`src/rtl/common.sv`:
```
// Shared cbus transaction types used by the cache layer and the memory bridge.
// Pure type/constant definitions; no logic, no latency.
package common;

    // Encoded as beats-1, so MLEN256 is an 8-bit all-ones length.
    typedef enum logic [7:0] {
        MLEN1   = 8'd0,
        MLEN2   = 8'd1,
        MLEN4   = 8'd3,
        MLEN8   = 8'd7,
        MLEN16  = 8'd15,
        MLEN32  = 8'd31,
        MLEN64  = 8'd63,
        MLEN128 = 8'd127,
        MLEN256 = 8'd255
    } cbus_len_t;

    typedef enum logic [1:0] {
        AXI_BURST_FIXED = 2'b00,
        AXI_BURST_INCR  = 2'b01,
        AXI_BURST_WRAP  = 2'b10
    } axi_burst_t;

    typedef struct packed {
        logic        valid;
        logic        is_write;
        logic [31:0] addr;
        logic [2:0]  size;
        cbus_len_t   len;
        axi_burst_t  burst;
        logic [7:0]  strobe;
        logic [63:0] data;
    } cbus_req_t;

    typedef struct packed {
        logic        ready;
        logic        last;
        logic [63:0] data;
    } cbus_resp_t;

endpackage

```
`src/rtl/rr_pick.sv`:
```
// Round-robin chooser: first valid index strictly after last_grant, searching cyclically.
// Purely combinational; no state, no backpressure.
module rr_pick #(
    parameter int NUM_REQ = 2,
    parameter int IDX_W   = $clog2(NUM_REQ)
) (
    input  logic [NUM_REQ-1:0] valid,
    input  logic [IDX_W-1:0]   last_grant,
    output logic               any,
    output logic [IDX_W-1:0]   idx
);

    logic [NUM_REQ-1:0] above;
    logic [IDX_W-1:0]   idx_hi;
    logic [IDX_W-1:0]   idx_lo;

    always_comb begin
        above  = '0;
        idx_hi = '0;
        idx_lo = '0;
        for (int i = 0; i < NUM_REQ; i++) begin
            above[i] = (i > int'(last_grant));
        end
        // Downward scans leave the lowest set index; indices above last_grant take priority over the wrap.
        for (int i = NUM_REQ - 1; i >= 0; i--) begin
            if (valid[i] && above[i]) idx_hi = IDX_W'(i);
            if (valid[i])             idx_lo = IDX_W'(i);
        end
        any = |valid;
        idx = (|(valid & above)) ? idx_hi : idx_lo;
    end

endmodule

```
`src/rtl/cbus_arbiter.sv`:
```
// cbus_arbiter: grants the shared cbus port round-robin and holds it for a whole burst.
// Grant one cycle after a request seen in IDLE; responses pass through combinationally; losers wait holding valid.
module cbus_arbiter
    import common::*;
#(
    parameter int NUM_REQ = 2,
    parameter int IDX_W   = $clog2(NUM_REQ)
) (
    input  logic       clk,
    input  logic       reset,
    input  cbus_req_t  ireqs  [NUM_REQ],
    output cbus_resp_t iresps [NUM_REQ],
    output cbus_req_t  oreq,
    input  cbus_resp_t oresp
);

    typedef enum logic {
        IDLE = 1'b0,
        BUSY = 1'b1
    } state_e;
    localparam type state_t = state_e;

    state_t               state;
    state_t               state_nxt;
    logic [IDX_W-1:0]     sel;
    logic [IDX_W-1:0]     last_grant;
    logic [NUM_REQ-1:0]   req_vld;
    logic                 pick_any;
    logic [IDX_W-1:0]     pick_idx;
    logic                 burst_done;

    always_comb begin
        req_vld = '0;
        for (int i = 0; i < NUM_REQ; i++) begin
            req_vld[i] = ireqs[i].valid;
        end
    end

    rr_pick #(
        .NUM_REQ (NUM_REQ),
        .IDX_W   (IDX_W)
    ) u_rr_pick (
        .valid      (req_vld),
        .last_grant (last_grant),
        .any        (pick_any),
        .idx        (pick_idx)
    );

    assign burst_done = (state == BUSY) && oresp.ready && oresp.last;

    always_ff @(posedge clk) begin
        if (reset) begin
            state      <= IDLE;
            sel        <= '0;
            last_grant <= IDX_W'(NUM_REQ - 1);
        end else begin
            state <= state_nxt;
            if (state == IDLE && pick_any) sel <= pick_idx;
            if (burst_done)                last_grant <= sel;
        end
    end

    // Burst end comes only from the bridge's last beat; the arbiter never counts len.
    always_comb begin
        state_nxt = state;
        case (state)
            IDLE:    if (pick_any)   state_nxt = BUSY;
            BUSY:    if (burst_done) state_nxt = IDLE;
            default:                 state_nxt = IDLE;
        endcase
    end

    always_comb begin
        oreq = '0;
        for (int i = 0; i < NUM_REQ; i++) begin
            iresps[i] = '0;
        end
        if (state == BUSY) begin
            for (int i = 0; i < NUM_REQ; i++) begin
                if (sel == IDX_W'(i)) begin
                    oreq      = ireqs[i];
                    iresps[i] = oresp;
                end
            end
        end
    end

endmodule

```
`config.mk`:
```
export PLATFORM = sky130hd
export DESIGN_NAME = cbus_arbiter
export DESIGN_NICKNAME = d
export VERILOG_FILES = /design/src/rtl/common.sv /design/src/rtl/rr_pick.sv /design/src/rtl/cbus_arbiter.sv
export SDC_FILE = /design/constraint.sdc
export NUM_CORES = 1
export LEC_CHECK = 0
export BUFFER_PORTS_ARGS = -buffer_cell sky130_fd_sc_hd__buf_2
export CORE_AREA = 3 3 218 220
export DETAILED_ROUTE_END_ITERATION = 16
export DIE_AREA = 0 0 221 223
export GPL_ROUTABILITY_DRIVEN = 0
export GPL_TIMING_DRIVEN = 0
export HOLD_SLACK_MARGIN = 0.08
export PLACE_DENSITY = 0.3
export SLEW_MARGIN = 20
export SYNTH_ARGS = -nofsm -noshare
export SYNTH_HDL_FRONTEND = slang
export SYNTH_SLANG_ARGS = --single-unit
```
`constraint.sdc`:
```
create_clock -name clk -period 2.8 [get_ports clk]
set_input_delay 0.14 -clock clk [delete_from_list [all_inputs] [get_ports clk]]
set_output_delay 0.14 -clock clk [all_outputs]
set_load 0.03 [all_outputs]
```
# ---- After elaboration in Yosys (flattened, before gate mapping)
# Index checks and enable logic that the tools add are counted.
dict set report totals {
  inputBits 306
  ff_bits 3
  output_inout_bits 251
}
dict set report classes {
  order_cmp 1
  n_reduce_logical 6
  n_mux 12
  bitwise 2
}
# operator n
set op_table {}
lappend op_table {{2-to-1 mux 119 bit} 2}
lappend op_table {{2-to-1 mux 132 bit} 1}
lappend op_table {{2-to-1 mux 66 bit} 2}
lappend op_table {{2-to-1 mux 1 bit} 6}
lappend op_table {{logical AND 1 bit} 4}
lappend op_table {{OR reduction 2 bit} 2}
lappend op_table {{bitwise AND 2 bit} 1}
lappend op_table {{one-hot mux 1 bit (2 select lines)} 1}
lappend op_table {{greater-than comparator 1 bit, first input constant} 1}
lappend op_table {{NOT 1 bit} 1}

# ---- Logic depth before layout (Yosys ltp)
# Gate-level depths: netlist of run 1.
dict set report depth {
  depth_word 4
  ltp_mapped 5
  ltp_nobuf 3
}

# ---- Cells and area by module
# Synthesis of run 1 repeated with hierarchy kept, for this count alone.
dict set report unflattened {
  cells_unflattened 434
  hier_area_um2 3191.8
}
# mod n_inst area_each_um2 cells_per_inst
set modules_own_cells {}
lappend modules_own_cells {cbus_arbiter 1 3178.0 432}
lappend modules_own_cells {rr_pick 1 13.8 2}

# ---- Worst setup path after synthesis of run 1
# No wires, ideal clock.
dict set report synth_timing {
  kind {reg-to-output}
  startpoint {register state}
  endpoint {output port oreq[69] (netlist name)}
  slack_ns 1.375
  arrival_ns 1.285
  path_buffers 3
  path_stages_with_launch 5
  cell_sequence {dfxtp_1 -> buf_4 -> buf_2 -> clkbuf_1 -> nor2b_1}
}
# element line
set synth_rtl {}
lappend synth_rtl {{start, declared} cbus_arbiter.sv:23} ;# state_t state;
lappend synth_rtl {{start signal, assigned} cbus_arbiter.sv:57} ;# state <= state_nxt;
lappend synth_rtl {{end, declared} cbus_arbiter.sv:13} ;# output cbus_req_t oreq,

==> results of run 1 <==
[metrics by stage]
step	instance area, um2	utilization [%]	hold WS [ns]
2_1_floorplan	3230	-	0.209
3_3_place_gp	6760	14.9	0.340
3_5_place_dp	6760	14.9	0.344
4_1_cts	6840	15.0	0.114
5_1_grt	6840	15.0	0.122
6_report	6840	15.0	0.115
[Yosys cell counts]
cell	instances	area, um2
buf_4	8	60.1
nor2b_1	120	751
dfxtp_1	3	60.1
buf_2	18	90.1
and2_1	65	407
a21oi_1	2	10.0
nand3b_1	1	7.51
o21ai_1	2	10.0
nor3_1	2	10.0
inv_1	2	7.51
mux2i_1	119	1190
nand2_1	2	7.51
and3_1	67	419
buf_8	6	90.1
clkbuf_1	12	45.0
nor2_1	1	3.75
buf_6	5	56.3
[report_power, final]
part	total [W]	internal (W)	leakage, nW	switching [W]
registers	0.0000480	0.0000459	0.0248	0.00000209
logic	0.00137	0.000517	3.89	0.000854
clock network	0.000226	0.000188	0.0382	0.0000385
[registers in the layout, summed over array words and instances, names as in the netlist]
signal	cells
sel	1
last_grant	1
state	1
[layer usage]
metal  part of all wire (%)  up-vias  GRT usage (%)
li1                       -     2581              -
met1                     37     2374           9.81
met2                     55      291           18.0
met3                    6.3       12           1.55
met4                    1.3        0           1.64
met5                      0        -              0
[how the worst min path moves through the flow]
| stage | from | endpoint |
|---|---|---|
| floorplan | reset | sel$_SDFFE_PP0P_ |
| global placement | reset | sel$_SDFFE_PP0P_ |
| detailed placement | reset | sel$_SDFFE_PP0P_ |
| finish | reset | sel$_SDFFE_PP0P_ |
| global route | reset | sel$_SDFFE_PP0P_ |
| CTS | reset | sel$_SDFFE_PP0P_ |
[logic make-up after synthesis]
kind of cell,Yosys count,synth area share (%)
AOI/OAI and AO/OA,4,0.621
buffers and inverters,51,10.8
muxes,119,36.9
DFF,3,1.86
and+or+nand+nor,258,49.8
[cell type report]
type / instances / area, um2
fill: 5310 / 38600
multi-input combinational: 381 / 2820
timing repair buffer: 556 / 2780
tap: 600 / 751
buffer: 49 / 342
clock buffer: 4 / 78.8
sequential: 3 / 60.1
inverter: 2 / 7.51
antenna: 2 / 5.00
==> results.yml, run 1 <==
outcome:
  status: "finished, final reports clean"
global_route:
  grt_pass1_vias: 5335
  grt_use_total_pct: 8.97
  grt_first_pass_wirelength_um: 33900
  overflow: 0
  antenna_found_initial: 1
  grt_start_max_net_pins: 11
yosys:
  ys_seq_area_share_pct: 1.86
  syn_avg_cell_area_um2: 7.42
  synthesis.nets: 741
  synth_area_um2: 3230
  yosysUniqueCellTypes: 17
  netlist_instances: 435
  ys_ff_latch: 3
  synth_warnings: 0
critical_path:
  crit_required_ns: 2.66
  cp.depth: 5
  worstReg2RegEnd: "sel$_SDFFE_PP0P_"
  rrSetupSlack_ns: 1.49
  cp-end-kind: "primary output"
  setup.worst_path.end: "oreq[21]"
  path_cells: "buf_4 > buf_2 > buf_2 > nor2b_1 > buf_2"
  critPathMaxFanout: 10
  slowest_stage: "dfxtp_1"
  cpMostUsedCell: "buf_2"
  rr_startpoint: "state$_SDFF_PP0_"
  crit_type: "flop to primary output"
  r2r_cells: 4
  cp.arrival_ns: 2.13
  crit_buf_inv: 4
  startpoint: "state$_SDFF_PP0_"
  start_kind: "flop"
  slowest_delay_ns: 0.39
  cpLargestDelayFamily: "buffers and inverters"
placement:
  preCtsSetupSlack_ns: 0.660
  dp_cells: 1591
  post-dp-hpwl_um: 21500
  io_buffer_count: 556
power_and_ir_drop:
  leakagePower_nw: 3.95
  power_w: 0.00165
  ir_worst_vdd_mv: 0.150
  power_density_nw_per_um2: 240
clock_network:
  cts_htree_levels: 1
  clockBufferDepth: 2
  clkTransAtPathRegs_ns: 0.03
  cts_resized: 0
  clock_latency_ns: 0.22
  cts_sinks: 3
  cts_hold_buffers: 0
  cts-buffers-inserted: 3
  root_buffer: "clkbuf_16"
  tritoncts: "done"
  cts_setup_buffers: 0
routing:
  dr.pass1.iters: 5
  wire_per_inst_um: 15.2
  dr.first_iter.drc_count: 117
  postRouteAntennaNets: 0
  via_per_inst: 3.29
  num_vias: 5258
  drc_errors: 0
  wl_um: 24200
floorplanning:
  die_y_um: 223
  core_area_um2: 45500
  die_area_um2: 49300
  io_pins: 557
  start_util_pct: 7.09
  fp.dieW_um: 221
  num_rows: 78
sta:
  slew_viol_final: 0
  finalHoldViolations: 0
  layout_min_cycle_time_ns: 2.27
  rsz0062_at_grt: "no"
  tightest_slew_ns: 0.473
  finalSetupViolations: 0
  fin_worst_skew_ns: 0.00154
  setup_slack_ns: 0.532
  finalCritPeriodShare_pct: 81.0
  fmax_mhz: 441
  max_slew_margin_pct: 68.5
  fin_tns_setup_ns: 0
finish:
  syn_to_final_growth_pct: 112
  drive_gt1_share_pct: 59.9
  final_common_cell: "buf_2"
  layout.cells.non_filler: 1597
  mostFrequentLayoutCells: "buf_2, nor2b_1, mux2i_1"
  fin_nets: 1302
hold_path:
  hold_path_class: "primary input to flop"
  min_path_cells: 2
flow_run:
  drv_cap: 0
(Power assumes the default switching activity.)
==> run 2, diff against run 1 <==
--- a/config.mk
+++ b/config.mk
@@ -5,10 +5,11 @@
 export SDC_FILE = /design/constraint.sdc
 export NUM_CORES = 1
 export LEC_CHECK = 0
+export ABC_AREA = 1
 export BUFFER_PORTS_ARGS = -buffer_cell sky130_fd_sc_hd__buf_2
-export CORE_AREA = 3 3 218 220
+export CORE_AREA = 3 3 215 217
 export DETAILED_ROUTE_END_ITERATION = 16
-export DIE_AREA = 0 0 221 223
+export DIE_AREA = 0 0 218 220
 export GPL_ROUTABILITY_DRIVEN = 0
 export GPL_TIMING_DRIVEN = 0
 export HOLD_SLACK_MARGIN = 0.08
==> constraint.sdc (replaced) <==
create_clock -name clk -period 2.4 [get_ports clk]
set_input_delay 0.12 -clock clk [delete_from_list [all_inputs] [get_ports clk]]
set_output_delay 0.12 -clock clk [all_outputs]
set_load 0.03 [all_outputs]
==> run 2 against run 1 <==
Against the previous run: sequential power increased by 18%; final area decreased by 12%; non-clock buffer count decreased by 9; first-iteration DRC count increased by 69%; critical path depth increased by 1; combinational power increased by 6%; sequential share of layout area increased by 0.12 points; global-route usage decreased by 0.37 points; core utilization decreased by 1.4 points; power increased by 7.4%; clock-buffer cell count unchanged; largest power group unchanged.
==> results.yml, run 2 <==
clock_network:
  root_buffer: "clkbuf_16"
  cts_resized: 0
  cts_setup_buffers: 0
  cts_htree_levels: 1
  clockBufferDepth: 2
  cts_hold_buffers: 0
  clock_latency_ns: 0.22
  clkTransAtPathRegs_ns: 0.03
  tritoncts: "done"
  cts_sinks: 3
  cts-buffers-inserted: 3
critical_path:
  r2r_cells: 5
  path_cells: "inv_2 > nor2_2 > clkbuf_1 > nand2_1 > nand2_1 > buf_2"
  cp.arrival_ns: 1.94
  start_kind: "flop"
  cpLargestDelayFamily: "buffers and inverters"
  cpMostUsedCell: "nand2_1"
  slowest_delay_ns: 0.64
  slowest_stage: "clkbuf_1"
  crit_type: "flop to primary output"
  crit_required_ns: 2.28
  rr_startpoint: "state$_SDFF_PP0_"
  crit_buf_inv: 3
  critPathMaxFanout: 10
  rrSetupSlack_ns: 1.20
  worstReg2RegEnd: "sel$_SDFFE_PP0P_"
  cp-end-kind: "primary output"
global_route:
  overflow: 0
  grt_start_max_net_pins: 11
  grt_use_total_pct: 8.60
  grt_first_pass_wirelength_um: 31400
  grt_pass1_vias: 5076
  antenna_found_initial: 2
placement:
  post-dp-hpwl_um: 20900
  dpl-instance-area_um2: 5950
  io_buffer_count: 556
  preCtsSetupSlack_ns: 0.411
finish:
  regArea_um2: 60.1
  finalCoreUtilization_pct: 13.6
  mostFrequentLayoutCells: "buf_2, nand2_1, nor2_1"
  drive_gt1_share_pct: 50.8
  multi_input_comb_area_um2: 1900
  final_common_cell: "buf_2"
  fill_cells: 5369
  syn_to_final_growth_pct: 148
  fin_nets: 1485
  stdcell_area_um2: 6030
  reg_top3: "last_grant (1), sel (1), state (1)"
routing:
  drc_errors: 0
  dr.first_iter.drc_count: 198
  dr.pass1.iters: 5
  via_per_inst: 3.11
  wire_per_inst_um: 13.3
  wl_um: 23500
  num_vias: 5510
  postRouteAntennaNets: 0
floorplanning:
  num_rows: 77
  die_y_um: 220
  die_area_um2: 48000
  fp.dieW_um: 218
  start_util_pct: 5.48
  io_pins: 557
  core_area_um2: 44300
yosys:
  yosysUniqueCellTypes: 11
  syn_avg_cell_area_um2: 3.93
  ys_async_sr_fraction_pct: 0
  synth_top_cell_area_share_pct: 56.4
  synth_area_um2: 2430
  synthesis.nets: 924
  synth.most_common_cell: "nand2_1"
  ys_seq_area_share_pct: 2.47
  ys_top_cells_by_count: "nand2_1, nor2_1, inv_1"
  synthFlopType: "dfxtp_1"
  synth_edf_count: 0
  synth_warnings: 0
  synth.area.top_cells: "nand2_1, nor2_1, inv_1"
  yosys.area.top_type: "nand2_1"
  netlist_instances: 618
  ys_ff_latch: 3
hold_path:
  min_to: "last_grant$_SDFFE_PP1P_"
  hold_path_class: "primary input to flop"
  hold_start: "reset"
  min_path_cells: 3
sta:
  slew_viol_final: 0
  finalSetupViolations: 0
  tightest_slew_ns: 0.804
  fin_worst_skew_ns: 0.00139
  fin_tns_setup_ns: 0
  finalCritPeriodShare_pct: 85.7
  finalHoldViolations: 0
  rsz0062_at_grt: "no"
  max_slew_margin_pct: 46.4
  setup_slack_ns: 0.343
  fmax_mhz: 486
  layout_min_cycle_time_ns: 2.06
outcome:
  status: "finished, final reports clean"
power_and_ir_drop:
  power_w: 0.00177
  leakagePower_nw: 4.41
  ir_worst_vdd_mv: 0.205
  power_density_nw_per_um2: 293
  switching_share_pct: 59.1
  power_switching_w: 0.00104
  seqPwrFrac_pct: 3.2
  intPower_w: 0.000724
  power.combinational.fraction_pct: 82.0
  clockPowerShare_pct: 14.8
flow_run:
  drv_cap: 0
-- run 2: final cells by class --
cell class | instances | area share, %
Clock buffer | 4 | 1.31
Timing Repair Buffer | 556 | 46.1
Multi-Input combinational cell | 504 | 31.5
Buffer | 40 | 3.38
Inverter | 71 | 4.42
Tap cell | 592 | 12.3
Sequential cell | 3 | 0.995
Antenna cell | 1 | 0.0415
-- run 2: worst min-delay path, stage by stage --
cell	delay, ns
buf_2	0.09
inv_1	0.05
nand3_1	0.06
-- run 2: worst max path at each step --
stage,start,end,slack (ns),depth (start not counted)
final,state$_SDFF_PP0_,oreq[9],0.34,6
after global routing,state$_SDFF_PP0_,oreq[9],0.09,6
after CTS,state$_SDFF_PP0_,oreq[9],0.17,6
after detailed placement,state$_SDFF_PP0_,oreq[9],0.41,6
after global placement,state$_SDFF_PP0_,oreq[9],0.41,6
after floorplan,state$_SDFF_PP0_,iresps[100],0.99,6
-- run 2: logic make-up (layout without fill, tap and decap cells) --
kind of cell    after synthesis  count (layout)  share of synthesized area [%]
simple gates                503             503                           78.0
buf+inv                     111             671                           19.4
flops                         3               3                           2.47
compound gates                1               1                          0.206
other cells                   0               1                              0
-- run 2: power by group through the flow --
stage                     clock network, W  registers (W)  logic [W]
after floorplan                          0      0.0000562   0.000825
after global placement                   0      0.0000569    0.00148
after detailed placement                 0      0.0000570    0.00147
after CTS                         0.000267      0.0000563    0.00147
after global routing              0.000274      0.0000570    0.00157
final                             0.000262      0.0000564    0.00145
-- run 2: metrics by stage --
step / instances / hold WS [ns]
after floorplan: 618 / 0.233
after global placement: 1766 / 0.360
after detailed placement: 1766 / 0.359
after CTS: 1770 / 0.133
after global routing: 1770 / 0.157
final: 1771 / 0.135
-- run 2: layer usage --
layer | up-vias | GRT usage, % | routed length (um)
met2 | 293 | 16.6 | 12400
met3 | 2 | 1.49 | 1860
met5 | - | 0 | 0
met4 | 0 | 0.457 | 41
li1 | 2879 | - | -
met1 | 2336 | 10.3 | 9220
==> run 3, diff against run 2 <==
==> constraint.sdc (replaced) <==
create_clock -name clk -period 2.1 [get_ports clk]
set_input_delay 0.105 -clock clk [delete_from_list [all_inputs] [get_ports clk]]
set_output_delay 0.105 -clock clk [all_outputs]
set_load 0.03 [all_outputs]
==> run 3 against run 2 <==
Against the previous run: critical path depth is 1 higher; via count is 0.44% higher; first-iteration DRC count is 15% lower; register-to-register slack worse by 0.27 ns; final area is 0.10% higher.
==> results.yml, run 3 (same netlist as run 2, synthesis figures left out) <==
critical_path:
  cp-end-kind: "primary output"
  cpLargestDelayFamily: "buffers and inverters"
  cp.depth: 7
  startpoint: "state$_SDFF_PP0_"
  crit_buf_inv: 4
  slowest_stage: "dfxtp_1"
  r2r_cells: 6
  path_cells: "inv_2 > nor2_2 > buf_4 > buf_2 > nand2_1 > nand2_1 > buf_2"
  critPathMaxFanout: 10
  crit_required_ns: 2.00
  start_kind: "flop"
  slowest_delay_ns: 0.37
  cp.arrival_ns: 1.82
  crit_type: "flop to primary output"
  rrSetupSlack_ns: 0.93
  rr_startpoint: "state$_SDFF_PP0_"
routing:
  num_vias: 5534
  wire_per_inst_um: 13.3
  drc_errors: 0
  via_per_inst: 3.12
  wl_um: 23500
  dr.pass1.iters: 4
  postRouteAntennaNets: 0
  dr.first_iter.drc_count: 169
clock_network:
  cts_htree_levels: 1
  tritoncts: "done"
  cts_sinks: 3
  clockBufferDepth: 2
  cts-buffers-inserted: 3
  cts_hold_buffers: 0
  root_buffer: "clkbuf_16"
  cts_setup_buffers: 0
  clock_latency_ns: 0.22
  clkTransAtPathRegs_ns: 0.03
sta:
  tightest_slew_ns: 0.490
  slew_viol_final: 0
  rsz0062_at_grt: "no"
  max_slew_margin_pct: 67.3
  finalCritPeriodShare_pct: 91.5
  finalHoldViolations: 0
  fin_worst_skew_ns: 0.000143
  finalSetupViolations: 0
  layout_min_cycle_time_ns: 1.92
  fin_tns_setup_ns: 0
  fmax_mhz: 520
global_route:
  grt_first_pass_wirelength_um: 31400
  grt_pass1_vias: 5077
  grt_use_total_pct: 8.60
  overflow: 0
  grt_start_max_net_pins: 11
  antenna_found_initial: 2
flow_run:
  drv_cap: 0
floorplanning:
  die_y_um: 220
  fp.dieW_um: 218
  start_util_pct: 5.48
  io_pins: 557
  num_rows: 77
  die_area_um2: 48000
  core_area_um2: 44300
hold_path:
  hold_start: "reset"
  hold_path_class: "primary input to flop"
  min_path_cells: 3
power_and_ir_drop:
  leakagePower_nw: 4.41
  power_w: 0.00202
  power_density_nw_per_um2: 335
  ir_worst_vdd_mv: 0.235
finish:
  regArea_um2: 60.1
  fill_cells: 5367
  mostFrequentLayoutCells: "buf_2, nand2_1, nor2_1"
  reg_top3: "last_grant (1), sel (1), state (1)"
  final_common_cell: "buf_2"
  drive_gt1_share_pct: 50.9
  syn_to_final_growth_pct: 149
  multi_input_comb_area_um2: 1900
  fin_nets: 1485
outcome:
  status: "finished, final reports clean"
placement:
  post-dp-hpwl_um: 20900
  io_buffer_count: 556
[run 3: metal layers]
| layer | global-route usage, % | vias up | routed length [um] | part of all wire, % |
|---|---|---|---|---|
| li1 | - | 2876 | - | - |
| met1 | 10.3 | 2368 | 9260 | 39 |
| met2 | 16.6 | 288 | 12400 | 53 |
| met3 | 1.49 | 2 | 1850 | 7.9 |
| met4 | 0.457 | 0 | 41 | 0.17 |
| met5 | 0 | - | 0 | 0 |
[run 3: metrics by stage]
step           setup slack [ns]  hold slack, ns  util, %  instance area (um2)  instances
3_3_place_gp              0.122           0.345     13.4                 5950       1766
3_5_place_dp              0.126           0.344     13.4                 5950       1766
5_1_grt                  0.0154           0.142     13.6                 6040       1770
4_1_cts                  0.0557           0.118     13.6                 6040       1770
2_1_floorplan             0.706           0.218        -                 2430        618
6_report                  0.178           0.119     13.6                 6040       1771
[run 3: what timing repair did]
action | CTS | global route
endpoints found under the hold margin | 0 | 0
setup endpoints to repair | 5 | 1
gates resized for setup | 2 | 1
[run 3: tightest hold or removal path: stages]
cell and delay [ns]:
buf_2 0.09, inv_1 0.05, nand3_1 0.06
[run 3: path summary, 6_finish.rpt]
path | to
worst max-delay path | oreq[59]
worst min-delay path | last_grant$_SDFFE_PP1P_
worst max register to register | sel$_SDFFE_PP0P_
worst min register to register | last_grant$_SDFFE_PP1P_
[run 3: power by group]
group          leakage, nW  switching, W  total [W]  internal, W
Sequential          0.0248    0.00000362  0.0000648    0.0000612
Combinational         4.35       0.00114    0.00166     0.000516
Clock               0.0382     0.0000510   0.000301     0.000250
Total                 4.41       0.00119    0.00202     0.000828
[run 3: final cells by class]
cell class	count	area share [%]
antenna	1	0.0414
buffer	40	3.44
clock buffer	4	1.30
inverter	71	4.41
multi-input combinational	504	31.5
sequential	3	0.994
tap	592	12.3
timing repair buffer	556	46.1
